[config.mk]
export PLATFORM = sky130hd
export DESIGN_NAME = card_dealer
export DESIGN_NICKNAME = d
export VERILOG_FILES = /design/src/rtl/blackjack_pkg.sv /design/src/rtl/card_decode.sv /design/src/rtl/card_dealer.sv
export SDC_FILE = /design/constraint.sdc
export NUM_CORES = 1
export LEC_CHECK = 0
export ABC_AREA = 1
export BUFFER_PORTS_ARGS = -buffer_cell sky130_fd_sc_hd__buf_4
export CAP_MARGIN = 20
export CORE_MARGIN = 2
export CORE_UTILIZATION = 60
export DETAILED_ROUTE_END_ITERATION = 10
export PLACE_DENSITY = 0.75
export SLEW_MARGIN = 20
export SYNTH_ARGS = -nofsm -noshare
export SYNTH_HDL_FRONTEND = slang
export SYNTH_SLANG_ARGS = --single-unit
[constraint.sdc]
create_clock -name clk -period 4.5 [get_ports clk]
set_input_delay 0.45 -clock clk [delete_from_list [all_inputs] [get_ports clk]]
set_output_delay 0.45 -clock clk [all_outputs]
set_load 0.005 [all_outputs]
[src/rtl/blackjack_pkg.sv]
// Shared blackjack constants: deck geometry, dealer states, suits.
// Imported by the dealer, the decoder and the game controller.
package blackjack_pkg;

  localparam int DECK_SIZE      = 52;
  localparam int CARDS_PER_SUIT = 13;
  localparam int NUM_CARDS      = 52;

  typedef enum logic [1:0] {
    ST_LOAD  = 2'd0,
    ST_READY = 2'd1,
    ST_EMPTY = 2'd2
  } dealer_state_e;

  localparam logic [1:0] SUIT_CLUBS    = 2'd0;
  localparam logic [1:0] SUIT_DIAMONDS = 2'd1;
  localparam logic [1:0] SUIT_HEARTS   = 2'd2;
  localparam logic [1:0] SUIT_SPADES   = 2'd3;

endpackage

[src/rtl/card_decode.sv]
// Card index to suit and blackjack value.
// Purely combinational; also reused for hand scoring.
module card_decode
  import blackjack_pkg::*;
(
  input  logic [5:0] card,
  output logic [1:0] suit,
  output logic [3:0] value
);

  localparam logic [5:0] S1 = 6'(CARDS_PER_SUIT);
  localparam logic [5:0] S2 = 6'(2 * CARDS_PER_SUIT);
  localparam logic [5:0] S3 = 6'(3 * CARDS_PER_SUIT);

  logic [5:0] base;
  logic [5:0] rank;

  // Suit by range compare, rank as offset into the suit.
  always_comb begin
    suit = SUIT_CLUBS;
    base = 6'd0;
    if (card >= S3) begin
      suit = SUIT_SPADES;
      base = S3;
    end else if (card >= S2) begin
      suit = SUIT_HEARTS;
      base = S2;
    end else if (card >= S1) begin
      suit = SUIT_DIAMONDS;
      base = S1;
    end
    rank = card - base;
    if (rank == 6'd0)
      value = 4'd1;
    else if (rank >= 6'd9)
      value = 4'd10;
    else
      value = rank[3:0] + 4'd1;
  end

endmodule

[src/rtl/card_dealer.sv]
// Buffers one shuffled deck and deals it card by card.
// Flags load errors and asks for a reshuffle when low.
module card_dealer
  import blackjack_pkg::*;
#(
  parameter int DECK_SIZE           = blackjack_pkg::DECK_SIZE,
  parameter int RESHUFFLE_THRESHOLD = 15
) (
  input  logic       clk,
  input  logic       rst,
  input  logic       reload,
  input  logic       load_valid,
  input  logic [5:0] load_card,
  output logic       load_ready,
  output logic       load_error,
  input  logic       deal_req,
  output logic       card_valid,
  output logic [5:0] card,
  output logic [1:0] card_suit,
  output logic [3:0] card_value,
  output logic [5:0] cards_left,
  output logic       deck_ready,
  output logic       deck_empty,
  output logic       reshuffle_req
);

  localparam logic [5:0] DS  = 6'(DECK_SIZE);
  localparam logic [5:0] THR = 6'(RESHUFFLE_THRESHOLD);
  localparam logic [5:0] NC  = 6'(NUM_CARDS);

  dealer_state_e state_q, state_d;
  logic [5:0]  wr_ptr_q, wr_ptr_d;
  logic [5:0]  rd_ptr_q, rd_ptr_d;
  logic [63:0] seen_q, seen_d;
  logic        load_error_q, load_error_d;
  logic        card_valid_q, card_valid_d;
  logic [5:0]  card_q, card_d;
  logic [1:0]  suit_q, suit_d;
  logic [3:0]  value_q, value_d;

  logic [5:0] deck_q [DECK_SIZE];
  logic       wr_en;
  logic [5:0] rd_card;
  logic [1:0] dec_suit;
  logic [3:0] dec_value;

  assign rd_card = deck_q[rd_ptr_q];

  card_decode u_decode (
    .card  (rd_card),
    .suit  (dec_suit),
    .value (dec_value)
  );

  // Next-state: reload wins, then load or deal by state.
  always_comb begin
    state_d      = state_q;
    wr_ptr_d     = wr_ptr_q;
    rd_ptr_d     = rd_ptr_q;
    seen_d       = seen_q;
    load_error_d = load_error_q;
    card_valid_d = 1'b0;
    card_d       = card_q;
    suit_d       = suit_q;
    value_d      = value_q;
    wr_en        = 1'b0;
    if (reload) begin
      state_d      = ST_LOAD;
      wr_ptr_d     = 6'd0;
      rd_ptr_d     = 6'd0;
      seen_d       = '0;
      load_error_d = 1'b0;
    end else begin
      unique case (state_q)
        ST_LOAD: begin
          if (load_valid) begin
            if (load_card >= NC || seen_q[load_card]) begin
              load_error_d = 1'b1;
            end else begin
              wr_en             = 1'b1;
              seen_d[load_card] = 1'b1;
              wr_ptr_d          = wr_ptr_q + 6'd1;
              if (wr_ptr_d == DS)
                state_d = ST_READY;
            end
          end
        end
        ST_READY: begin
          if (deal_req) begin
            card_valid_d = 1'b1;
            card_d       = rd_card;
            suit_d       = dec_suit;
            value_d      = dec_value;
            rd_ptr_d     = rd_ptr_q + 6'd1;
            if (rd_ptr_d == DS)
              state_d = ST_EMPTY;
          end
        end
        ST_EMPTY: begin
        end
        default: state_d = ST_LOAD;
      endcase
    end
  end

  // Control and output registers.
  always_ff @(posedge clk) begin
    if (rst) begin
      state_q      <= ST_LOAD;
      wr_ptr_q     <= 6'd0;
      rd_ptr_q     <= 6'd0;
      seen_q       <= '0;
      load_error_q <= 1'b0;
      card_valid_q <= 1'b0;
      card_q       <= 6'd0;
      suit_q       <= 2'd0;
      value_q      <= 4'd0;
    end else begin
      state_q      <= state_d;
      wr_ptr_q     <= wr_ptr_d;
      rd_ptr_q     <= rd_ptr_d;
      seen_q       <= seen_d;
      load_error_q <= load_error_d;
      card_valid_q <= card_valid_d;
      card_q       <= card_d;
      suit_q       <= suit_d;
      value_q      <= value_d;
    end
  end

  // Deck storage; contents only matter once written.
  always_ff @(posedge clk) begin
    if (wr_en)
      deck_q[wr_ptr_q] <= load_card;
  end

  // Remaining count derived from the pointers.
  always_comb begin
    unique case (state_q)
      ST_LOAD:  cards_left = wr_ptr_q;
      ST_READY: cards_left = DS - rd_ptr_q;
      default:  cards_left = 6'd0;
    endcase
  end

  assign load_ready    = (state_q == ST_LOAD);
  assign load_error    = load_error_q;
  assign card_valid    = card_valid_q;
  assign card          = card_q;
  assign card_suit     = suit_q;
  assign card_value    = value_q;
  assign deck_ready    = (state_q == ST_READY);
  assign deck_empty    = (state_q == ST_EMPTY);
  assign reshuffle_req = (deck_ready && cards_left < THR)
                       || deck_empty;

endmodule

==> results.ini, run 1 <==
[drt]
drt-initial-drc-count=1376
vias_per_cell=5.95
route.detailed.drc=0
antenna_left=0
dr_total_vias=12605
wl_per_cell_um=19.8
routed_wl_um=42000
dr.pass1.iters=6

[timing]
finalMaxSlewViolations=0
worst_pin_slew_ps=974
fin_skew_ps=14.5
finalCritPeriodShare_pct=92.5
fmax_ghz=0.240
setup_viol=0
hold_violations=0
setup_tns_ps=0
relSlewSlack_pct=34.6
rsz0062_at_grt=false
timing.hold.ws_ps=184
period_minus_slack_ps=4160

[final_layout]
final-seq-area_um2=11300
fin_cells=2119
areaGrowthSynthToFinish_pct=11.6
fin_nets=1728
drive_above_1_share_pct=8.65
nFillCells=2201
multi_input_area_um2=5120
diodes=0
final_area_um2=19300

[placed_design]
dp_cells=2041
dp_hpwl_um=25100
place_area_um2=18000
gp_congestion=0.859
io_buffers=34

[cts]
clock_latency_ps=540
cts_root_buffer=clkbuf_16
cts_buffers=42
clk_pin_slew_worst_paths_ps=60
clockBufferDepth=3
ctsHtreeMaxLevel=2
cts_tree=built
cts_hold_buf=0
clock-sinks=410

[synth]
yosysTopAreaCell=edfxtp_1
synthCells=1684
syn-num-nets=1708
synthDistinctLibCells=39
synth_area_per_cell_um2=10.3
ys_seq_area_share_pct=65.4
async_reset_ff_share_pct=0
synthTopCellsByArea=edfxtp_1, dfxtp_1, nand3_1
synth_edf_count=312
synth-xor-area-share_pct=0.405
yosysWarningCount=0
synthSimpleGateAreaFrac_pct=20.9
synthMuxAreaShare_pct=0
ys.flop_type=edfxtp_1
yosys_register_bits=410
synth_compound_area_share_pct=7.25
synth_top_family_by_area=simple AND/OR/NAND/NOR gates
synth_fa_ha_area_share_pct=0.983
synth.top_cell.area_share_pct=54.1
syn-cell-area_um2=17300

[die]
start_util_pct=60.7
rows=62
die_x_um=174
die_h_um=174
core_um2=28500
dieArea_um2=30200
ioPinCount=35

[grt]
grt_pass1_wl_um=65300
antenna_found_initial=0
grt_pass1_vias=12232
grt_max_degree=71
grt_use_total_pct=27.5
grt_overflow=0

[setup_path]
worstPathRequired_ps=4940
start_kind=register
path_class=reg2reg
crit_top_cell=nand2_1
arrival_ps=4610
critPathCaptureType=register
crit_fanout=17
r2r.worst_path.cells=28
slowest_delay_ps=400
slowest_stage=o211ai_1

[power]
ir_drop_v=0.000303
p_per_area_nw_per_um2=394
power.leakage_uw=0.00690

[run_status]
status=complete, no violations

[hold_path]
worst_hold_path_type=in2reg
hold_depth=2

[flow_run]
max_cap_viol_count=0

==> stage by stage <==
stage,total power [uW],utilization (%),setup WS [ps]
3_3_place_gp,4380,62.9,373
2_1_floorplan,4280,-,1000
3_5_place_dp,4390,62.9,312
4_1_cts,7630,67.4,259
6_report,7610,67.7,337
5_1_grt,7810,67.7,23.5
==> power by group <==
group          leakage, uW  switching (uW)  internal (uW)  total (uW)
Clock             0.000631            1370           1930        3300
Sequential         0.00360            4.73           4070        4080
Combinational      0.00267             183           51.9         235
Total              0.00690            1560           6060        7610
==> cell usage after synthesis (11+ instances only) <==
library cell,instances
inv_1,118
nand3_1,255
buf_1,11
dfxtp_1,98
clkbuf_1,32
o211ai_1,18
buf_2,35
o22ai_1,25
nand2_1,321
inv_2,14
nor3_1,19
nor2_1,191
edfxtp_1,312
a31oi_1,12
ha_1,12
o21ai_0,75
a21oi_1,66
==> what timing repair did <==
action,CTS,global route
resized for setup,0,7
setup endpoints to repair,0,4
setup buffers,0,0
==> cells in the final DEF (no fill, tap or decap), drive strengths merged, types with 7 or more instances in the layout <==
cell and instances:
a21oi 66, a31oi 12, buf 56, clkbuf 62
clkinv 16, dfxtp 98, edfxtp 312, ha 12
inv 131, nand2 322, nand3 262, nand4 15
nor2 192, nor3 19, o211ai 18, o21ai 83
o22ai 25, xor2 7
==> critical path, delay by kind of cell (launching register included) <==
kind	cells	cell delay (ps)
buffers and inverters	7	790
flip-flops	1	350
adder cells (fa/ha/maj)	1	330
AO/OA/AOI/OAI	6	1200
AND/OR/NAND/NOR	14	1380
==> per-layer routing <==
metal / vias up / track usage, % / share of wire (%)
li1: 5892 / - / -
met5: - / 0 / 0
met4: 0 / 10.5 / 3.4
met3: 100 / 4.01 / 7.5
met1: 6040 / 36.3 / 39
met2: 573 / 46.4 / 50
==> flip-flops by register name, indices dropped and copies added, names as in the netlist, named ones only <==
register and cells:
card 6, card_suit 2, card_valid 1, card_value 4, deck_q 312, load_error 1
rd_ptr_q 6, seen_q 64, state_q 2, wr_ptr_q 6
==> layout make-up <==
| cell class | instances | area share [%] |
|---|---|---|
| multi-input combinational | 1057 | 26.5 |
| sequential | 410 | 58.7 |
| clock inverter | 16 | 0.609 |
| timing repair buffer | 59 | 3.00 |
| clock buffer | 59 | 6.10 |
| tap | 384 | 2.49 |
| inverter | 134 | 2.64 |
==> kinds of logic after synthesis <==
family | after synthesis
buf+inv | 217
simple gates | 815
fa+ha+maj | 13
xor+xnor | 8
flops | 410
compound gates | 221
==> worst paths after layout <==
kind,end,slack (ps),start
setup reg to reg,card_value[0],340,register
setup / recovery,card_value[0],340,register
hold / removal,card_value[2],180,rst
hold reg to reg,seen_q[58],430,seen_q[58]
Power figures use the tool's default switching activity.
==> inputs of run 2 (changes only) <==
--- a/config.mk
+++ b/config.mk
@@ -5,7 +5,6 @@
 export SDC_FILE = /design/constraint.sdc
 export NUM_CORES = 1
 export LEC_CHECK = 0
-export ABC_AREA = 1
 export BUFFER_PORTS_ARGS = -buffer_cell sky130_fd_sc_hd__buf_4
 export CAP_MARGIN = 20
 export CORE_MARGIN = 2
==> results.ini, run 2 <==
[synth]
synthDistinctLibCells=70  ; was 39
syn-num-nets=1102  ; was 1708
synth_edf_count=312  ; unchanged
yosys_register_bits=399  ; was 410
synth_area_per_cell_um2=15.3  ; was 10.3 um2
synthCells=1078  ; was 1684
syn-cell-area_um2=16500  ; was 17300 um2
synthTopCellsByArea=edfxtp_1, mux4_2, dfxtp_1  ; was edfxtp_1, dfxtp_1, nand3_1
ys.flop_type=edfxtp_1  ; unchanged
yosys.cell_count.top_type=edfxtp_1  ; was nand2_1
synth.top_cell.area_share_pct=56.8  ; was 54.1%
yosysTopAreaCell=edfxtp_1  ; unchanged
synth_common_cells=edfxtp_1, nor2_1, dfxtp_1  ; was nand2_1, edfxtp_1, nand3_1
async_reset_ff_share_pct=0  ; unchanged
ys_seq_area_share_pct=67.4  ; was 65.4%
yosysWarningCount=0  ; unchanged

[hold_path]
worst_hold_path_type=in2reg  ; unchanged
hold_depth=2  ; unchanged

[timing]
period_minus_slack_ps=4370  ; was 4160 ps
fmax_ghz=0.229  ; was 0.240 GHz
timing.hold.ws_ps=261  ; was 184 ps
relSlewSlack_pct=33.9  ; was 34.6%
setup_viol=0  ; unchanged
hold_violations=0  ; unchanged
finalMaxSlewViolations=0  ; unchanged
finalCritPeriodShare_pct=97.1  ; was 92.5%
fin_skew_ps=14.4  ; was 14.5 ps
worst_pin_slew_ps=987  ; was 974 ps

[cts]
ctsHtreeMaxLevel=2  ; unchanged
cts_tree=built  ; unchanged
clock-sinks=399  ; was 410
clock_latency_ps=530  ; was 540 ps
clockBufferDepth=3  ; unchanged
cts_root_buffer=clkbuf_16  ; unchanged
cts_buffers=40  ; was 42
clk_pin_slew_worst_paths_ps=60  ; about the same

[final_layout]
final_area_um2=19200  ; was 19300 um2
fin_cells=1554  ; was 2119
largest_register=deck_q  ; unchanged
diodes=0  ; unchanged
drive_above_1_share_pct=26.0  ; was 8.65%
final_cell_mix=edfxtp_1, nor2_1, buf_4  ; was nand2_1, edfxtp_1, nand3_1
fin_nets=1208  ; was 1728
areaGrowthSynthToFinish_pct=16.4  ; was 11.6%
nFillCells=1659  ; was 2201
largest_registers=deck_q: 312 flops, seen_q: 53 flops  ; was deck_q: 312 flops, seen_q: 64 flops
final_common_cell=edfxtp_1  ; was nand2_1
largest_reg_flops=312  ; unchanged

[drt]
dr_total_vias=9807  ; was 12.6k
drt-initial-drc-count=1052  ; was 1376
vias_per_cell=6.31  ; was 5.95
routed_wl_um=37300  ; was 42000 um
route.detailed.drc=0  ; unchanged
wl_per_cell_um=24.0  ; was 19.8 um
dr.pass1.iters=5  ; was 6
antenna_left=0  ; unchanged

[setup_path]
start_kind=register  ; unchanged
crit_fanout=7  ; was 17
rr_endpoint=card_value[1]  ; was card_value[0]
worstPathRequired_ps=4930  ; was 4940 ps
rrSetupSlack_ps=130  ; was 340 ps
r2r.worst_path.cells=15  ; was 28
crit_path_end=card_value[1]  ; was card_value[0]
arrival_ps=4800  ; was 4610 ps
critPathCaptureType=register  ; unchanged
path_class=reg2reg  ; unchanged

[die]
rows=60  ; was 62
start_util_pct=61.2  ; was 60.7%
ioPinCount=35  ; unchanged
die_h_um=170  ; was 174 um
die_x_um=170  ; was 174 um
dieArea_um2=28800  ; was 30200 um2
core_um2=27000  ; was 28500 um2

[power]
power.leakage_uw=0.00632  ; was 0.00690 uW
total_power_uw=7660  ; was 7610 uW
p_per_area_nw_per_um2=399  ; was 394 nW/um2
ir_drop_v=0.000393  ; was 0.000303 V

[placed_design]
io_buffers=34  ; unchanged
dp_hpwl_um=23100  ; was 25100 um
gp_congestion=0.830  ; was 0.859
dp_cells=1459  ; was 2041
place_area_um2=17400  ; was 18000 um2

[grt]
grt_overflow=0  ; unchanged
grt_pass1_wl_um=56200  ; was 65300 um
antenna_found_initial=0  ; unchanged
grt_pass1_vias=9824  ; was 12.2k
grt_max_degree=65  ; was 71
grt_use_total_pct=26.0  ; was 27.5%

[flow_run]
max_cap_viol_count=0  ; unchanged

[run_status]
status=complete, no violations  ; unchanged

==> run 2: cell types whose count changed after synthesis, sizes merged, moves of 14 or more <==
cell | before | now
nand3 | 262 | 17
o21ai | 83 | 13
mux2i | 0 | 23
nand3b | 1 | 16
buf | 51 | 29
nand2 | 322 | 41
nor2 | 192 | 159
a211oi | 1 | 15
o211ai | 18 | 2
mux4 | 0 | 84
inv | 132 | 24
==> run 2: through the flow <==
step	TNS, ps	util (%)	setup slack, ps
after global placement	-4.19	64.6	-4.19
final	0	71.2	131
after CTS	0	69.8	44.9
after global routing	-20.7	71.2	-11.3
after floorplan	0	-	330
after detailed placement	-178	64.6	-106
==> run 2: final cells by class <==
type	instances	area, um2	share of cell area (%)
inverters	26	97.6	0.509
well taps	341	427	2.22
repair buffers	125	1100	5.75
multi-input cells	592	5070	26.5
flip-flops and latches	399	11100	58.0
clock inverters	21	269	1.40
clock buffers	50	1090	5.69
==> run 2: how the worst min path moves through the flow <==
stage | startpoint | slack, ps | endpoint
finish | rst | 260 | card_value[1]
global route | rst | 260 | card_value[1]
CTS | rst | 250 | card_value[1]
detailed placement | seen_q[36] | 440 | seen_q[36]
global placement | seen_q[37] | 430 | seen_q[37]
floorplan | seen_q[37] | 420 | seen_q[37]
==> run 2: worst max-delay path, stage by stage (launching register included) <==
cell      delay (ps)
dfxtp_4          470
buf_12           170
mux4_2           510
mux4_2           550
or3_4            370
o311ai_4         140
buf_4            190
a21boi_0         260
buf_4            180
fa_1             450
inv_2            110
ha_1             160
nand3b_1         130
a21oi_1           70
or2_2            280
a311oi_2         250
==> run 2: where the power goes <==
group,internal [uW],switching (uW)
Sequential,3970,3.24
Combinational,79.2,169
Clock,2110,1320
Total,6160,1500
==> run 2: logic make-up after synthesis <==
family                   Yosys count  synth area share, %
AO/OA/AOI/OAI                    153                 6.20
XOR/XNOR                          16                0.850
adder cells (fa/ha/maj)           13                 1.03
buffers and inverters             87                 2.66
flip-flops                       399                 67.4
multiplexers                     115                 13.4
AND/OR/NAND/NOR                  295                 8.40
==> run 2: layer usage <==
metal	share of wire [%]	track usage, %	up-vias	wire [um]
met5	0	0	-	0
met4	2.5	8.62	0	938
met3	7.6	4.38	75	2820
met2	49	42.6	431	18400
met1	40	35.9	4948	15100
li1	-	-	4353	-
==> run 2: repair_timing <==
item / in CTS / in global routing
hold endpoints to repair: 0 / 0
gates cloned: 0 / 3
pin swaps: 0 / 6
endpoints found under the setup margin: 4 / 4
hold buffers: 0 / 0
setup buffers: 3 / 18
resized for setup: 6 / 27
